==> src/rtl/imem_loader.sv <==
// imem_loader: loads a program image into instruction memory.
//
// Receives a framed byte stream (LEN_HI, LEN_LO, 4*N data bytes, CSUM) over
// a valid/ready handshake. It packs the data bytes MSB first into 32-bit words
// and writes them to sequential word addresses. The core is held in reset
// until a frame arrives with an in-range length and a matching XOR checksum.
//
// Ports:
//   clk, reset          system clock, synchronous active-high reset
//   start               one-cycle pulse that begins a load (IDLE/DONE only)
//   in_data/in_valid    byte stream from the host
//   in_ready            loader accepts a byte this cycle
//   wr_en/wr_addr/wr_data  instruction memory write port
//   cpu_reset           core reset, low only after a clean load
//   busy, done          load in progress / frame fully received
//   len_err, csum_err   sticky error flags for the current/last load
//   words_loaded        words written in the current/last load
`timescale 1ns/1ps
module imem_loader #(
    parameter int ADDR_W = 8
) (
    input  logic              clk,
    input  logic              reset,
    input  logic              start,
    input  logic [7:0]        in_data,
    input  logic              in_valid,
    output logic              in_ready,
    output logic              wr_en,
    output logic [ADDR_W-1:0] wr_addr,
    output logic [31:0]       wr_data,
    output logic              cpu_reset,
    output logic              busy,
    output logic              done,
    output logic              len_err,
    output logic              csum_err,
    output logic [15:0]       words_loaded
);
    localparam logic [16:0] DEPTH = 17'(2 ** ADDR_W);

    typedef enum logic [2:0] {
        S_IDLE, S_LEN_HI, S_LEN_LO, S_DATA, S_CSUM, S_DONE
    } state_t;

    state_t      state_q, state_d;
    logic [7:0]  len_hi_q;
    logic [15:0] len_q;
    logic [1:0]  byte_cnt;
    logic [23:0] asm_q;      // first three bytes of the word being assembled
    logic [7:0]  acc_q;      // XOR of all data bytes seen so far
    logic        accept;
    logic        start_ok;
    logic        word_end;
    logic [15:0] len_full;

    assign accept   = in_valid & in_ready;
    assign start_ok = start & ((state_q == S_IDLE) | (state_q == S_DONE));
    assign len_full = {len_hi_q, in_data};
    assign word_end = (byte_cnt == 2'd3);
    assign busy     = (state_q == S_LEN_HI) | (state_q == S_LEN_LO) |
                      (state_q == S_DATA)   | (state_q == S_CSUM);
    assign done     = (state_q == S_DONE);

    always_comb begin
        state_d  = state_q;
        in_ready = 1'b0;
        case (state_q)
            S_IDLE:   if (start) state_d = S_LEN_HI;
            S_LEN_HI: begin
                in_ready = 1'b1;
                if (in_valid) state_d = S_LEN_LO;
            end
            S_LEN_LO: begin
                in_ready = 1'b1;
                if (in_valid) state_d = (len_full == 16'd0) ? S_CSUM : S_DATA;
            end
            S_DATA: begin
                in_ready = 1'b1;
                // word_idx still holds the index of the word being finished
                if (in_valid && word_end && (words_loaded + 16'd1 == len_q))
                    state_d = S_CSUM;
            end
            S_CSUM: begin
                in_ready = 1'b1;
                if (in_valid) state_d = S_DONE;
            end
            S_DONE:   if (start) state_d = S_LEN_HI;
            default:  state_d = S_IDLE;
        endcase
    end

    // words_loaded doubles as the word index; wr_addr is its low bits, so an
    // oversized image wraps and overwrites from address 0.
    always_ff @(posedge clk) begin
        if (reset) begin
            state_q      <= S_IDLE;
            len_hi_q     <= '0;
            len_q        <= '0;
            byte_cnt     <= '0;
            asm_q        <= '0;
            acc_q        <= '0;
            wr_en        <= 1'b0;
            wr_addr      <= '0;
            wr_data      <= '0;
            cpu_reset    <= 1'b1;
            len_err      <= 1'b0;
            csum_err     <= 1'b0;
            words_loaded <= '0;
        end else begin
            state_q <= state_d;
            wr_en   <= 1'b0;
            if (start_ok) begin
                len_err      <= 1'b0;
                csum_err     <= 1'b0;
                words_loaded <= '0;
                byte_cnt     <= '0;
                acc_q        <= '0;
                cpu_reset    <= 1'b1;
            end
            if (accept) begin
                case (state_q)
                    S_LEN_HI: len_hi_q <= in_data;
                    S_LEN_LO: begin
                        len_q <= len_full;
                        if ({1'b0, len_full} > DEPTH) len_err <= 1'b1;
                    end
                    S_DATA: begin
                        acc_q    <= acc_q ^ in_data;
                        byte_cnt <= byte_cnt + 2'd1;
                        asm_q    <= {asm_q[15:0], in_data};
                        if (word_end) begin
                            wr_en        <= 1'b1;
                            wr_data      <= {asm_q, in_data};
                            wr_addr      <= words_loaded[ADDR_W-1:0];
                            words_loaded <= words_loaded + 16'd1;
                        end
                    end
                    S_CSUM: begin
                        if (in_data != acc_q) csum_err <= 1'b1;
                        // release the core only on a clean frame
                        cpu_reset <= len_err | (in_data != acc_q);
                    end
                    default: ;
                endcase
            end
        end
    end
endmodule

==> config.mk <==
export PLATFORM = sky130hd
export DESIGN_NAME = imem_loader
export DESIGN_NICKNAME = d
export VERILOG_FILES = /design/src/rtl/imem_loader.sv
export SDC_FILE = /design/constraint.sdc
export NUM_CORES = 1
export LEC_CHECK = 0
export CAP_MARGIN = 20
export CORE_MARGIN = 2
export CORE_UTILIZATION = 49
export DETAILED_ROUTE_END_ITERATION = 12
export PLACE_DENSITY = 0.76
export SLEW_MARGIN = 30
export SYNTH_ARGS = -nofsm -noshare
export SYNTH_HDL_FRONTEND = slang
export SYNTH_SLANG_ARGS = --single-unit
==> constraint.sdc <==
create_clock -name clk -period 2.3 [get_ports clk]
set_input_delay 0.46 -clock clk [delete_from_list [all_inputs] [get_ports clk]]
set_output_delay 0.46 -clock clk [all_outputs]
set_load 0.01 [all_outputs]
==> out/results.ini <==
[outcome]
status = complete, no violations

[drt]
drc = 0
wl_per_cell_microns = 15.2
vias_per_cell = 5.48
ant_nets = 0
wl_met1_microns = 6180
drtIter0Drc = 311
routed-wl-met2_microns = 6590
routed_wl_microns = 13900
wl_met3_microns = 788
routed.top_layer = met4
vias = 5022
first_pass_iters = 5

[synth]
synth-xor-area-share_pct = 5.72
synthFlopType = dfxtp_1
async_flop_share_pct = 0
yosysWarnings = 0
syn-num-nets = 698
synth_fa_ha_area_share_pct = 0.480
synth_top_family_by_area = simple AND/OR/NAND/NOR gates
synth_mux_area_share_pct = 0.432
synth_compound_area_share_pct = 17.5
syn_avg_cell_area_sq_um = 7.62
ys_seq_elements = 121
yosys.area_share.simple_pct = 25.1
syn_inst = 684
synthesis.area_sq_um = 5210
synth_edf_count = 0
yosysSeqAreaShare_pct = 46.5
ys_types = 45

[grt]
grt_pass1_wl_microns = 22700
grt-ovfl-total = 0
grt_max_degree = 81
grt_pass1_vias = 4678
gr-usage-all-layers_pct = 24.7
antenna_found_initial = 0

[pwr]
swShare_pct = 23.2
peakVddDrop_mv = 0.396
pwr-share-seq_pct = 42.3
p_per_area_nw_per_um2 = 732
p_clk_share_pct = 52.0
comb_power_share_pct = 5.7
internal-power_w = 0.00390
power_switching_w = 0.00117
leakage_nw = 2.51

[sta]
skew_ns = 0.00686
fmax_ghz = 0.442
period_needed_ns = 2.26
worstMarginPinSlew_ns = 0.798
slew_headroom_pct = 46.8
hold_viol_final = 0
slew_viol_final = 0
period_share_pct = 98.5
final-setup-viol-count = 0

[cells_and_area]
fin_util_pct = 67.1
syn_to_final_growth_pct = 33.0
nets = 782
final_area_sq_um = 6930
drive_gt1_share_pct = 13.3
insertedDiodeCount = 0

[placement]
dpl-instance-area_sq_um = 6200
hpwl_microns = 9170
gp_congestion = 0.893
port_buffers = 74

[floorplanning]
ios = 75
die_w_microns = 107
num_rows = 37
die_h_microns = 107
start_util_pct = 50.5
die-area_sq_um = 11500
core-area_sq_um = 10300

[critical_path]
r2r_slack_ns = 0.04
endpoint_kind = flip-flop
cp.required_ns = 2.76
start_kind = flip-flop
cp_data_arrival_time_ns = 2.72
cp_max_fo = 5
path_class = flip-flop to flip-flop

[clock_network]
cts_buffers = 17
clock_latency_ns = 0.52
cts-root-buf = clkbuf_8
cts.htree.levels = 4
path_clk_slew_ns = 0.06
hold_buffers = 0
clk_path_buf_depth = 2
clock_sinks = 121
cts_tree = done

[min_path]
hold_path_class = flip-flop to flip-flop

[run]
cap_violations = 0

## repair_timing
item	4_1_cts	5_1_grt
gates resized for setup	7	16
buffers inserted	1	8
setup endpoints to repair	5	6
pin swaps	1	10
## final timing paths
kind | to | depth (start not counted) | startpoint
worst min register to register | wr_data[28]$_SDFFE_PP0P_ | 2 | asm_q[20]$_SDFFE_PP0P_
worst min-delay path | wr_data[28]$_SDFFE_PP0P_ | 2 | asm_q[20]$_SDFFE_PP0P_
worst max-delay path | state_q[2]$_SDFFE_PP0P_ | 8 | words_loaded[0]$_SDFF_PP0_
worst max register to register | state_q[2]$_SDFFE_PP0P_ | 8 | words_loaded[0]$_SDFF_PP0_
## kinds of logic (layout without fill, tap and decap cells)
group                    count (synthesis)  in the layout
XOR/XNOR                                34             34
buffers and inverters                   55            152
AND/OR/NAND/NOR                        303            303
adder cells (fa/ha/maj)                  2              2
multiplexers                             2              2
flip-flops                             121            121
AO/OA/AOI/OAI                          167            167
## power groups by stage
| stage | Clock (W) | Combinational (W) | Sequential, W |
|---|---|---|---|
| 6_report | 0.00264 | 0.000289 | 0.00215 |
| 5_1_grt | 0.00277 | 0.000314 | 0.00215 |
| 4_1_cts | 0.00267 | 0.000282 | 0.00215 |
| 3_5_place_dp | 0 | 0.000279 | 0.00219 |
| 3_3_place_gp | 0 | 0.000273 | 0.00219 |
| 2_1_floorplan | 0 | 0.000189 | 0.00218 |
## routing by layer
layer / global-route usage [%] / up-vias
li1: - / 2471
met1: 33.4 / 2333
met2: 38.6 / 174
met3: 5.23 / 44
met4: 9.46 / 0
met5: 0 / -
## final cells by class
class / instances / area, sq um
Fill cell: 825 / 3390
Multi-Input combinational cell: 508 / 2610
Sequential cell: 121 / 2440
Timing Repair Buffer: 119 / 1110
Clock buffer: 19 / 422
Clock inverter: 13 / 170
Tap cell: 136 / 170
Inverter: 1 / 3.75
## placed cells by master (no fill, tap or decap), types with 2 or more instances in the layout
cell / n
nor2b_1: 3
nor4_1: 8
and4_1: 2
nand2_1: 198
inv_6: 2
and3_1: 4
a31oi_1: 2
or2_2: 3
buf_12: 2
dfxtp_1: 113
bufinv_16: 3
nand2b_1: 6
a22o_1: 2
xor2_1: 20
clkbuf_16: 16
o31ai_1: 5
nand3_1: 4
xnor2_1: 14
o21ai_0: 32
and2_1: 5
dfxtp_4: 3
and3_2: 2
nand4_1: 8
buf_6: 2
nor2_1: 44
dfxtp_2: 5
mux2_2: 2
clkdlybuf4s50_1: 72
clkbuf_1: 2
clkinvlp_4: 3
nor3_1: 4
and2_0: 2
buf_4: 42
a22oi_1: 3
a21oi_1: 111
clkinv_4: 4
## sequential cells by signal, summed over array words and instances, names as in the netlist
signal,flops
wr_data,32
asm_q,24
len_q,16
words_loaded,16
acc_q,8
len_hi_q,8
wr_addr,8
state_q,3
byte_cnt,2
cpu_reset,1
csum_err,1
len_err,1
wr_en,1
## synthesized netlist by cell type, drive strengths merged, types with 3 or more instances
master | count | area, sq um
nand4 | 8 | 50.1
and2 | 7 | 43.8
nor2 | 45 | 169
nor2b | 4 | 25.0
nor3 | 6 | 40.0
a22oi | 3 | 22.5
o21ai | 33 | 165
dfxtp | 121 | 2420
and3 | 6 | 37.5
nand2b | 6 | 37.5
xor2 | 20 | 175
nand3 | 5 | 37.5
nand2 | 198 | 743
buf | 11 | 57.6
o31ai | 5 | 37.5
or2 | 4 | 25.0
xnor2 | 14 | 123
a21oi | 111 | 556
clkbuf | 43 | 161
a31oi | 3 | 18.8
nor4 | 9 | 56.3
## metrics by stage
stage / power [W] / TNS (ns) / setup WS (ns) / hold WS [ns] / cells
2_1_floorplan: 0.00236 / 0 / 0.0125 / 0.432 / 684
5_1_grt: 0.00524 / -0.249 / -0.0939 / 0.460 / 917
3_3_place_gp: 0.00246 / -0.0187 / -0.0187 / 0.438 / 876
6_report: 0.00507 / 0 / 0.0351 / 0.448 / 917
3_5_place_dp: 0.00247 / -0.288 / -0.142 / 0.445 / 876
4_1_cts: 0.00510 / 0 / 0.00631 / 0.428 / 909
## critical path: stages, from the launching register on
cell	delay [ns]
dfxtp_2	0.34
buf_6	0.11
nand4_1	0.19
nor3_2	0.33
nand4_1	0.18
xnor2_1	0.25
o2111ai_2	0.23
o41ai_2	0.40
a22o_1	0.17
Note: power is estimated with default switching activity, not from simulation.
